$ cat src/rtl/mem_pattern_if.sv
// Memory request bus between the pattern tester (master) and the data memory (slave).
interface mem_pattern_if;
  logic        mem_stall;
  logic [31:0] dmem_data_out;
  logic        dmem_read_in;
  logic        dmem_write_in;
  logic [29:0] dmem_addr;
  logic [31:0] data_from_reg;
  logic [3:0]  dc_byte_w_en;

  modport master (
    input  mem_stall, dmem_data_out,
    output dmem_read_in, dmem_write_in, dmem_addr, data_from_reg, dc_byte_w_en
  );

  modport slave (
    output mem_stall, dmem_data_out,
    input  dmem_read_in, dmem_write_in, dmem_addr, data_from_reg, dc_byte_w_en
  );
endinterface

$ cat src/rtl/mem_pattern_tester.sv
// Walking-ones memory tester: writes 1<<i to NUM_WORDS strided words, reads them back, counts mismatches.
// Optional stall watchdog and timeout output enabled by defining MEM_TEST_TIMEOUT_EN.
module mem_pattern_tester #(
  parameter logic [29:0] ADDR_BASE   = 30'h1000,
  parameter int          NUM_WORDS   = 8,
  parameter logic [29:0] ADDR_STRIDE = 30'd32
) (
  input  logic                ui_clk,
  input  logic                rst,
  input  logic                start,
  mem_pattern_if.master       mem,
  output logic                busy,
  output logic                pass,
  output logic                fail,
  output logic [7:0]          err_count,
  output logic [29:0]         first_err_addr,
  output logic [7:0]          led
`ifdef MEM_TEST_TIMEOUT_EN
  ,
  output logic                timeout
`endif
);

  typedef enum logic [1:0] {IDLE, WRITE, READ, DONE} state_t;

  state_t      state, state_nxt;
  logic [7:0]  idx;
  logic [29:0] addr_q;
  logic [31:0] data_q;
  logic        launch, complete, last_word, mismatch;
  logic        to_hit, timeout_q;

  function automatic logic [7:0] sat_inc(input logic [7:0] v);
    return (v == 8'hFF) ? v : v + 8'd1;
  endfunction

  function automatic logic [31:0] rot_left(input logic [31:0] v);
    return {v[30:0], v[31]};
  endfunction

  assign launch    = ((state == IDLE) || (state == DONE)) && start;
  assign complete  = ((state == WRITE) || (state == READ)) && !mem.mem_stall;
  assign last_word = (idx == 8'(NUM_WORDS - 1));
  assign mismatch  = (state == READ) && complete && (mem.dmem_data_out != data_q);

  assign mem.dmem_addr     = addr_q;
  assign mem.data_from_reg = data_q;
  assign mem.dc_byte_w_en  = 4'b1111;

`ifdef MEM_TEST_TIMEOUT_EN
  logic [15:0] stall_cnt;

  // Watchdog fires on the stalled edge that brings the counter to 16'hFFFF.
  assign to_hit  = busy && mem.mem_stall && (stall_cnt == 16'hFFFE);
  assign timeout = timeout_q;

  always_ff @(posedge ui_clk) begin
    if (rst) begin
      stall_cnt <= 16'h0;
      timeout_q <= 1'b0;
    end else if (launch) begin
      stall_cnt <= 16'h0;
      timeout_q <= 1'b0;
    end else if (complete) begin
      stall_cnt <= 16'h0;
    end else if (busy && mem.mem_stall) begin
      stall_cnt <= stall_cnt + 16'd1;
      if (to_hit) timeout_q <= 1'b1;
    end
  end
`else
  assign to_hit    = 1'b0;
  assign timeout_q = 1'b0;
`endif

  always_ff @(posedge ui_clk) begin
    if (rst) state <= IDLE;
    else     state <= state_nxt;
  end

  always_comb begin
    state_nxt         = state;
    mem.dmem_read_in  = 1'b1;
    mem.dmem_write_in = 1'b1;
    busy              = 1'b0;
    case (state)
      IDLE, DONE: begin
        if (start) state_nxt = WRITE;
      end
      WRITE: begin
        mem.dmem_read_in = 1'b0;
        busy             = 1'b1;
        if (to_hit)                     state_nxt = DONE;
        else if (complete && last_word) state_nxt = READ;
      end
      READ: begin
        mem.dmem_write_in = 1'b0;
        busy              = 1'b1;
        if (to_hit)                     state_nxt = DONE;
        else if (complete && last_word) state_nxt = DONE;
      end
      default: state_nxt = IDLE;
    endcase
  end

  assign pass = (state == DONE) && (err_count == 8'd0) && !timeout_q;
  assign fail = (state == DONE) && !pass;

  // Index, address and pattern advance together; all hold while the memory stalls.
  always_ff @(posedge ui_clk) begin
    if (rst) begin
      idx            <= 8'd0;
      addr_q         <= ADDR_BASE;
      data_q         <= 32'h0;
      err_count      <= 8'd0;
      first_err_addr <= 30'h0;
      led            <= 8'h0;
    end else if (launch) begin
      idx            <= 8'd0;
      addr_q         <= ADDR_BASE;
      data_q         <= 32'h1;
      err_count      <= 8'd0;
      first_err_addr <= 30'h0;
    end else if (complete) begin
      if (last_word) begin
        idx    <= 8'd0;
        addr_q <= ADDR_BASE;
        data_q <= 32'h1;
      end else begin
        idx    <= idx + 8'd1;
        addr_q <= addr_q + ADDR_STRIDE;
        data_q <= rot_left(data_q);
      end
      if (state == READ) led <= mem.dmem_data_out[7:0];
      if (mismatch) begin
        err_count <= sat_inc(err_count);
        if (err_count == 8'd0) first_err_addr <= addr_q;
      end
    end
  end

endmodule

$ cat src/flat_wrapper.sv
// flat-port wrapper written by rule: the top's interface ports become plain ports
module mem_pattern_tester_flat 
#(
  parameter logic [29:0] ADDR_BASE   = 30'h1000,
  parameter int          NUM_WORDS   = 8,
  parameter logic [29:0] ADDR_STRIDE = 30'd32
)
  (ui_clk, rst, start, busy, pass, fail, err_count, first_err_addr, led, mem_mem_stall, mem_dmem_data_out, mem_dmem_read_in, mem_dmem_write_in, mem_dmem_addr, mem_data_from_reg, mem_dc_byte_w_en);
  mem_pattern_if mem_i ();
  input  logic ui_clk;
  input  logic rst;
  input  logic start;
  output logic busy;
  output logic pass;
  output logic fail;
  output logic [7:0] err_count;
  output logic [29:0] first_err_addr;
  output logic [7:0] led;
  input wire logic [$bits(mem_i.mem_stall)-1:0] mem_mem_stall;
  input wire logic [$bits(mem_i.dmem_data_out)-1:0] mem_dmem_data_out;
  output wire logic [$bits(mem_i.dmem_read_in)-1:0] mem_dmem_read_in;
  output wire logic [$bits(mem_i.dmem_write_in)-1:0] mem_dmem_write_in;
  output wire logic [$bits(mem_i.dmem_addr)-1:0] mem_dmem_addr;
  output wire logic [$bits(mem_i.data_from_reg)-1:0] mem_data_from_reg;
  output wire logic [$bits(mem_i.dc_byte_w_en)-1:0] mem_dc_byte_w_en;
  assign mem_i.mem_stall = mem_mem_stall;
  assign mem_i.dmem_data_out = mem_dmem_data_out;
  assign mem_dmem_read_in = mem_i.dmem_read_in;
  assign mem_dmem_write_in = mem_i.dmem_write_in;
  assign mem_dmem_addr = mem_i.dmem_addr;
  assign mem_data_from_reg = mem_i.data_from_reg;
  assign mem_dc_byte_w_en = mem_i.dc_byte_w_en;
  mem_pattern_tester #(.ADDR_BASE(ADDR_BASE), .NUM_WORDS(NUM_WORDS), .ADDR_STRIDE(ADDR_STRIDE)) u_core (.ui_clk(ui_clk), .rst(rst), .start(start), .mem(mem_i), .busy(busy), .pass(pass), .fail(fail), .err_count(err_count), .first_err_addr(first_err_addr), .led(led));
endmodule
$ cat config.mk
export PLATFORM = sky130hd
export DESIGN_NAME = mem_pattern_tester_flat
export DESIGN_NICKNAME = d
export VERILOG_FILES = /design/src/rtl/mem_pattern_if.sv /design/src/rtl/mem_pattern_tester.sv /design/src/flat_wrapper.sv
export SDC_FILE = /design/constraint.sdc
export NUM_CORES = 1
export LEC_CHECK = 0
export BUFFER_PORTS_ARGS = -buffer_cell sky130_fd_sc_hd__buf_2
export CORE_MARGIN = 3
export CORE_UTILIZATION = 40
export DETAILED_ROUTE_END_ITERATION = 10
export PLACE_DENSITY_LB_ADDON = 0.08
export SLEW_MARGIN = 20
export SYNTH_ARGS = -nofsm -noshare
export SYNTH_HDL_FRONTEND = slang
export SYNTH_SLANG_ARGS = --single-unit
export TNS_END_PERCENT = 5
$ cat constraint.sdc
create_clock -name ui_clk -period 3.5 [get_ports ui_clk]
set_input_delay 0.7 -clock ui_clk [delete_from_list [all_inputs] [get_ports ui_clk]]
set_output_delay 0.7 -clock ui_clk [all_outputs]
set_load 0.05 [all_outputs]
Word-level counts from Yosys, hierarchy flattened
Cells that the tools add are included.
{"block": "word_totals", "reg_bits": 118, "latch_bits": 0, "mem_bits_rw": 0, "romBits": 0, "input_bits": 36, "out_inout_bits": 117, "word_cells": 55, "mem_count": 0}
{"block": "op_classes", "addsub": 3, "multipliers": 0, "n_div": 0, "magnitude_cmp": 0, "eq_ne": 9, "shift": 0, "muxes": 12, "n_bitwise": 2, "n_reduce_logical": 21}
{"operator": "two-way mux 32 bit", "n": 1}
{"operator": "!= test 32 bit", "n": 1}
{"operator": "adder 30 x 6 -> 30 bit, second input constant", "n": 1}
{"operator": "two-way mux 30 bit", "n": 1}
{"operator": "adder 8 x 1 -> 8 bit, second input constant", "n": 2}
{"operator": "AND reduction 3 bit", "n": 4}
{"operator": "== test 8 x 3 -> 1 bit, second input constant", "n": 1}
{"operator": "== test 8 bit, second input constant", "n": 1}
{"operator": "logical NOT 8 bit", "n": 1}
{"operator": "two-way mux 8 bit", "n": 1}
{"operator": "logical AND 1 bit", "n": 7}
{"operator": "two-way mux 2 bit", "n": 3}
{"operator": "!= test 2 bit, second input constant", "n": 3}
{"operator": "one-hot mux 2 bit (3 select lines)", "n": 1}
{"operator": "OR reduction 2 bit", "n": 3}
{"operator": "two-way mux 1 bit", "n": 5}
{"operator": "== test 2 bit, second input constant", "n": 2}
{"operator": "== test 2 x 1 -> 1 bit, second input constant", "n": 1}
{"operator": "logical NOT 1 bit", "n": 2}
{"operator": "logical NOT 2 bit", "n": 1}
{"operator": "logical OR 1 bit", "n": 2}
{"operator": "NOT 1 bit", "n": 2}
{"operator": "nonzero test 2 bit", "n": 1}

Depth between registers and ports, before layout
Gate-level depths: netlist (run 1).
{"block": "logic_depth", "ltp_word": 6, "ltp_mapped": 9, "depth_no_buf": 8}

Worst setup path before layout (run 1)
Ideal clock, no wire load.
{"block": "synth_path", "path_kind": "reg-to-output", "start": "register u_core.err_count[0]", "end": "output port pass", "arrival_time_ps": 1903, "t_required_ps": 2800, "path_slack_ps": 897, "path_stages_with_launch": 6, "n_path_buf": 0, "path_cell_list": "dfxtp_1 -> inv_1 -> ha_1 -> or4b_1 -> nor4_1 -> and2_1"}
{"block": "synth_between", "elab_chain_cells": 2}
{"item": "start: declaration", "line": "mem_pattern_tester.sv:15", "source": "output logic [7:0] err_count,"}
{"item": "start signal: assignment", "line": "mem_pattern_tester.sv:136", "source": "err_count <= sat_inc(err_count);"}
{"item": "logical NOT 8 bit", "line": "mem_pattern_tester.sv:106", "source": "assign pass = (state == DONE) && (err_count == 8'd0) && !timeout_q;"}
{"item": "logical AND 1 bit", "line": "mem_pattern_tester.sv:106"}
{"item": "end: declaration", "line": "flat_wrapper.sv:14", "source": "output logic pass;"}
Every way passes these cells.

Worst setup path in the final report (run 1)
{"block": "layout_path", "start": "register u_core.state[0]", "end": "register u_core.first_err_addr[11]"}
{"block": "layout_between", "elab_chain_cells": 6, "word_cells_on_any_way": 12, "cone_classes": "eq/ne: 3; reduce/logical: 9"}
{"item": "start: declaration", "line": "mem_pattern_tester.sv:26", "source": "state_t state, state_nxt;"}
{"item": "start signal: assignment", "line": "mem_pattern_tester.sv:78", "source": "else state <= state_nxt;"}
{"item": "== test 2 x 1 -> 1 bit or == test 2 bit (tied branches)", "line": "mem_pattern_tester.sv:42, mem_pattern_tester.sv:44"}
{"item": "logical OR 1 bit", "line": "mem_pattern_tester.sv:42", "source": "assign complete = ((state == WRITE) || (state == READ)) && !mem.mem_stall;"}
{"item": "logical AND 1 bit", "line": "mem_pattern_tester.sv:42"}
{"item": "logical AND 1 bit (2 in a row)", "line": "mem_pattern_tester.sv:44", "source": "assign mismatch = (state == READ) && complete && (mem.dmem_data_out != data_q);"}
{"item": "AND reduction 3 bit (no source line)"}
{"item": "end signal: assignment", "line": "mem_pattern_tester.sv:137", "source": "if (err_count == 8'd0) first_err_addr <= addr_q;"}
{"item": "end: declaration", "line": "mem_pattern_tester.sv:16", "source": "output logic [29:0] first_err_addr,"}
Several ways; a longest one is shown, not always the timed one.
A chain may end at the register's enable or synchronous reset.

==> summary.md, run 1 <==
| Metric | Value |
|---|---|
| Die W | `115 um` |
| Post-synth top flop | `dfxtp_1` |
| Setup TNS | `0 ps` |
| Leak Pwr | `0.00236 uW` |
| CTS Buffer Depth | `2` |
| CORE AREA | `0.0115 sq mm` |
| Number of vias per cell | `4.97` |
| Final worst setup slack | `slightly above 600 ps` |
| Fin util | `0.509` |
| First-pass iteration count of the detailed router | `7` |
| Arrival @ worst endpoint | `approximately 3000 ps` |
| Critical path, cell by cell | `inv_1 -> ha_1 -> or2_1 -> nor2_1 -> nand2_1 -> a21oi_4 -> o21ai_0` |
| CTS clock-pin slew for the worst setup and hold paths | `around 70 ps` |
| RSZ-0062 raised after global routing | `no` |
| Sequential share of the synthesized area | `0.456` |
| Cell depth of the worst flop-to-flop path | `7` |
| Worst relative slew slack | `0.319` |
| Seq cells post-synth | `between 100 and 150` |
| FF/Latch Area | `between 0.002 and 0.0025 sq mm` |
| Hold Path Depth | `2` |
| DP Area | `0.00552 sq mm` |
| Die Ht | `115 um` |
| Vias | `4261` |
| GRT Overall Usage | `0.175` |
| Setup Skew | `6.01 ps` |
| Cell variety after synth | `39` |
| Synth warn | `0` |
| Drt wl/cell | `13.5 um` |
| Cells after synthesis | `585` |
| Layout Nets | `753` |
| VDD IR max | `roughly 0.00022 V` |
| TritonCTS clock tree | `yes` |
| CTS Sinks | `108` |
| Area delta synth->final | `23.6%` |
| Area of the multi-input gates | `0.00241 sq mm` |
| PD cells | `approximately 530 mW/mm^2` |
| Share of cells above drive strength 1 | `0.239` |
| Leading area contributor after synthesis | `dfxtp_1` |
| Worst flop-to-flop path endpoint | `u_core.first_err_addr[11]` |
| Outcome | `complete, no violations` |
| Crit Path Category | `flip-flop to flip-flop` |
| Final Wtd Congestion | `0.800` |
| Resize count post-CTS | `0` |
| Number of flip-flops in the largest register | `32` |
| Number of setup violations in the final report | `0` |
| Post-route clock period utilization | `0.823` |
| Initial Utilization | `0.412` |
| Total grt overflow | `0` |
| Initial antenna violation count | `1` |
| Detailed Route WL | `11600 um` |
| Slowest stage cell, crit path | `a21oi_4` |
| Routed Antenna Nets | `0` |
| Slew Limit Fails | `0` |
| Number of antenna diodes | `0` |
| Crit Path Max Fanout | `50` |
| Largest net degree at the start of global routing | `54` |
| Die area | `0.0132 sq mm` |
| CTS Buf Count | `9` |
| I/O pins | `approximately 150` |
| Clock root buffer | `clkbuf_16` |
| Synth top area share | `0.456` |
| FF-to-FF Start | `u_core.state[0]` |
| Synth cell count leaders | `nand2_1, dfxtp_1, a21oi_1` |
| CTS H-tree lvls | `3` |
| Post-place setup slack | `562 ps` |
| Least-Margin Pin Slew | `1020 ps` |
| Count leader, synth | `nand2_1` |
| Cell area after synthesis | `~0.0047 sq mm` |
| Vias in the first global route | `around 3800` |
| Maxcap violations | `0` |
| Worst Setup Start Kind | `flip-flop` |
| Count of flip-flops with a built-in enable after synthesis | `0` |
| First-pass GRT wire length | `18900 um` |
| HP Class | `flip-flop to flip-flop` |
| Crit end category | `flip-flop` |
| Hold_ws | `roughly 450 ps` |
| DRC Markers | `0` |
| Postcts setup bufs | `0` |
| Clk_lat worst skew | `~340 ps` |
| Iter 0 DRT Violations | `209` |
| Reg-to-reg setup timing slack | `620 ps` |
| CP required | `3680 ps` |
| CP max stage delay | `810 ps` |
| Row cnt | `39` |
| IO buf count | `approximately 140` |
| Fillers | `roughly 1100` |
| Hold path startpoint | `u_core.first_err_addr[9]` |
| Final instance area | `0.00586 sq mm` |
| Max Fclk | `~350 MHz` |
| Post-CTS Hold Fix Bufs | `0` |
| Hold path endpoint | `u_core.first_err_addr[9]` |
| Ys async rst share | `0` |
| Top post-synthesis cells by area | `dfxtp_1, nand2_1, xnor2_1` |
| Dpl hpwl | `8390 um` |
| Crit path time final | `2880 ps` |
| Final Hold Violating Endpoints | `0` |
| Mean Syn Cell Area | `8.10 sq um` |
-- worst max path at each step --
stage                                    from                         to
after detailed placement      u_core.state[0]  u_core.first_err_addr[25]
final                         u_core.state[0]  u_core.first_err_addr[11]
after CTS                     u_core.state[0]  u_core.first_err_addr[25]
after global placement        u_core.state[0]  u_core.first_err_addr[18]
after global routing          u_core.state[0]  u_core.first_err_addr[16]
after floorplan           u_core.err_count[0]                       pass
-- cells by family after synthesis --
family,synth area share
other,0.00158
and+or+nand+nor,0.252
DFF,0.456
AOI/OAI and AO/OA,0.105
xor gates and xnor gates,0.111
adders and majority gates,0.0211
buffers and inverters,0.0539
-- critical path: cells and delay by family, from the launching register on --
family / cells / cell delay (ps)
AO/OA/AOI/OAI: 2 / 1020
adder cells (fa/ha/maj): 1 / 430
buffers and inverters: 1 / 80
flip-flops: 1 / 380
AND/OR/NAND/NOR: 3 / 790
-- cell type report --
class                      instances  area share
multi-input combinational        436       0.411
sequential                       108       0.369
timing repair buffer             144       0.126
clock buffer                      11      0.0431
tap                              143      0.0305
clock inverter                     5      0.0141
inverter                          10     0.00641
-- cell usage in the layout (no fill, tap or decap), drive strengths merged, types with 3 or more instances in the layout --
cell type    n
o21ai       34
nand3       39
nor4         4
conb        14
clkbuf      11
a21oi       54
buf        144
nand2      125
or4          4
xor2        19
nor2        37
ha           8
xnor2       41
nor2b        3
or2          4
nand4       17
dfxtp      108
or3          6
and2         3
and3         8
inv         11
-- layer usage --
| layer | global-route usage | vias up | part of all wire |
|---|---|---|---|
| li1 | - | 2163 | - |
| met1 | 0.237 | 1958 | 0.45 |
| met2 | 0.280 | 127 | 0.48 |
| met3 | 0.0384 | 11 | 0.057 |
| met4 | 0.0548 | 2 | 0.0098 |
| met5 | 0 | - | 0.0014 |
-- per-stage QoR --
| stage | cells | total power [uW] |
|---|---|---|
| floorplan | 597 | 1820 |
| global placement | 841 | 1990 |
| detailed placement | 841 | 2000 |
| CTS | 857 | 3120 |
| global route | 857 | 3230 |
| finish | 857 | 3080 |
-- where the power goes --
group,internal [uW],switching [uW]
Sequential,1260,33.8
Combinational,153,517
Clock,669,450
Power figures use the tool's default switching activity.
==> inputs of run 2 (changes only) <==
--- a/config.mk
+++ b/config.mk
@@ -5,6 +5,7 @@
 export SDC_FILE = /design/constraint.sdc
 export NUM_CORES = 1
 export LEC_CHECK = 0
+export ABC_AREA = 1
 export BUFFER_PORTS_ARGS = -buffer_cell sky130_fd_sc_hd__buf_2
 export CORE_MARGIN = 3
 export CORE_UTILIZATION = 40
==> constraint.sdc (replaced) <==
create_clock -name ui_clk -period 2.75 [get_ports ui_clk]
set_input_delay 0.55 -clock ui_clk [delete_from_list [all_inputs] [get_ports ui_clk]]
set_output_delay 0.55 -clock ui_clk [all_outputs]
set_load 0.05 [all_outputs]
==> run 2 against run 1 <==
Effect of this change: final cell count is 16% higher; largest cell class unchanged; register-to-register slack lost 110 ps; fmax is 28% higher; largest power group unchanged; synthesized cell count rose by 20%; global-route usage grew 0.11 points; clock power increased by 15%.
==> summary.md, run 2 <==
| Metric | Value |
|---|---|
| Slew Limit Fails | `0` |
| Largest net degree at the start of global routing | `38` |
| Layout Nets | `slightly below 900` |
| Area delta synth->final | `19.9%` |
| Worst flop-to-flop path endpoint | `u_core.mem.dmem_addr[26]` |
| Hold path endpoint | `u_core.first_err_addr[27]` |
| Final instance area | `0.00622 sq mm` |
| Arrival @ worst endpoint | `about 2500 ps` |
| HP Class | `flip-flop to flip-flop` |
| Cell area after synthesis | `0.00519 sq mm` |
| Crit path time final | `2240 ps` |
| Crit end category | `flip-flop` |
| First-pass GRT wire length | `21100 um` |
| Leak Pwr | `0.00274 uW` |
| Crit path from | `u_core.state[0]` |
| Vias in the first global route | `4323` |
| Die W | `120 um` |
| CP required | `roughly 3000 ps` |
| PD cells | `805 mW/mm^2` |
| Final Hold Violating Endpoints | `0` |
| Die Ht | `120 um` |
| CORE AREA | `about 0.012 sq mm` |
| Iter 0 DRT Violations | `between 200 and 300` |
| I/O pins | `153` |
| Final Wtd Congestion | `approximately 0.84` |
| Cell depth of the worst flop-to-flop path | `10` |
| CTS Buffer Depth | `2` |
| Slowest stage cell, crit path | `dfxtp_1` |
| Hold path startpoint | `u_core.first_err_addr[27]` |
| Hold Path Depth | `2` |
| Setup Skew | `about 6.2 ps` |
| Vias | `around 4800` |
| Cell variety after synth | `36` |
| Ys async rst share | `0` |
| Clock root buffer | `clkbuf_16` |
| Initial antenna violation count | `0` |
| Synth cell count leaders | `nand2_1, dfxtp_1, nor2_1` |
| Most frequent cells in the layout | `buf_2, nand2_1, dfxtp_1` |
| Initial Utilization | `0.420` |
| Detailed Route WL | `12700 um` |
| Share of cells above drive strength 1 | `0.229` |
| CTS Sinks | `around 110` |
| Postcts setup bufs | `0` |
| Reg-to-reg setup timing slack | `510 ps` |
| Routed Antenna Nets | `0` |
| TritonCTS clock tree | `yes` |
| Maxcap violations | `0` |
| Number of setup violations in the final report | `0` |
| Worst Setup Start Kind | `flip-flop` |
| Number of vias per cell | `4.85` |
| Number of antenna diodes | `0` |
| FF-to-FF Start | `u_core.state[0]` |
| Top post-synthesis cells by area | `dfxtp_1, nand2_1, nor2_1` |
| Setup TNS | `0 ps` |
| First-pass iteration count of the detailed router | `5` |
| Total grt overflow | `0` |
| CP max stage delay | `360 ps` |
| Number of flip-flops in the largest register | `32` |
| Dpl hpwl | `9290 um` |
| Resize count post-CTS | `0` |
| IO buf count | `138` |
| DP Area | `0.00593 sq mm` |
| Crit Path Category | `flip-flop to flip-flop` |
| Post-synth top flop | `dfxtp_1` |
| Commonest non-fill, non-tap cell in the layout | `buf_2` |
| RSZ-0062 raised after global routing | `no` |
| Outcome | `complete, no violations` |
| Critical path, cell by cell | `inv_1 -> ha_1 -> nor2_4 -> inv_2 -> nor2_2 -> nand3_1 -> nor2_1 -> nand4_1 -> o21ai_0 -> a21oi_1` |
| Synth top area share | `0.417` |
| Mean Syn Cell Area | `7.41 sq um` |
| Post-CTS Hold Fix Bufs | `0` |
| Crit Path Max Fanout | `11` |
| Fillers | `1242` |
| Row cnt | `40` |
| Hold_ws | `about 460 ps` |
| Clk_lat worst skew | `340 ps` |
| Sequential share of the synthesized area | `0.417` |
| Leading area contributor after synthesis | `dfxtp_1` |
| Die area | `0.0144 sq mm` |
| CTS H-tree lvls | `3` |
| Least-Margin Pin Slew | `approximately 1000 ps` |
| Seq cells post-synth | `108` |
| Drt wl/cell | `12.8 um` |
| Synth warn | `0` |
| Cells after synthesis | `700` |
| GRT Overall Usage | `0.176` |
| VDD IR max | `around 0.00036 V` |
| Post-route clock period utilization | `0.816` |
| Count of flip-flops with a built-in enable after synthesis | `0` |
| Worst relative slew slack | `0.302` |
| CTS Buf Count | `9` |
| Max Fclk | `446 MHz` |
| CTS clock-pin slew for the worst setup and hold paths | `70 ps` |
| Count leader, synth | `nand2_1` |
| DRC Markers | `0` |
run 2: cell types whose count changed after synthesis, sizes merged, moves of 6 or more:
cell    change
xnor2      -16
xor2       -13
nand4      +24
nor2       +74
buf        +12
or3         -6
inv        +55
clkbuf     -11
nand2      +15
and3        -7
a211oi     +16
nor3       +33
nand3      -27
o21ai      -16
run 2: logic make-up after synthesis:
logic type	synth area share
AND/OR/NAND/NOR	0.305
buffers and inverters	0.101
flip-flops	0.417
AO/OA/AOI/OAI	0.103
XOR/XNOR	0.0524
adder cells (fa/ha/maj)	0.0193
other	0.00145
run 2: power breakdown:
group / internal (uW) / switching [uW] / leakage [uW] / total [uW]
clock network: 745 / 545 / 0.000145 / 1290
registers: 1720 / 175 / 0.000873 / 1900
logic: 471 / 1350 / 0.00172 / 1820
run 2: per-layer routing:
layer,share of wire,GRT usage
met1,0.49,0.253
met2,0.44,0.272
met3,0.053,0.0269
met4,0.012,0.0558
met5,0,0
run 2: worst max path at each step:
stage | endpoint | slack [ps] | depth (start not counted)
finish | u_core.mem.dmem_addr[26] | 510 | 10
floorplan | fail | 200 | 6
detailed placement | u_core.first_err_addr[9] | 500 | 10
global placement | u_core.mem.dmem_addr[15] | 520 | 8
CTS | u_core.mem.dmem_addr[15] | 480 | 8
global route | u_core.mem.dmem_addr[15] | 190 | 8
run 2: area by class of cell:
class                      count  area (sq um)  share of cell area
tap                          168           210              0.0338
clock buffer                  12           256              0.0412
timing repair buffer         146           751               0.121
multi-input combinational    493          2550               0.410
inverter                      67           251              0.0404
clock inverter                 2          35.0             0.00563
sequential                   108          2160               0.348
run 2: critical path: cells and delay by family, from the launching register on:
| family | cells | cell delay [ps] |
|---|---|---|
| buf+inv | 2 | 250 |
| fa+ha+maj | 1 | 350 |
| simple gates | 5 | 920 |
| compound gates | 2 | 250 |
| flops | 1 | 360 |
run 2: through the flow:
stage	instances	power [uW]	setup slack, ps	utilization
2_1_floorplan	712	3370	204	-
3_3_place_gp	982	3740	524	0.479
3_5_place_dp	982	3760	497	0.479
4_1_cts	996	5070	478	0.503
5_1_grt	996	5310	194	0.503
6_report	996	5010	506	0.503
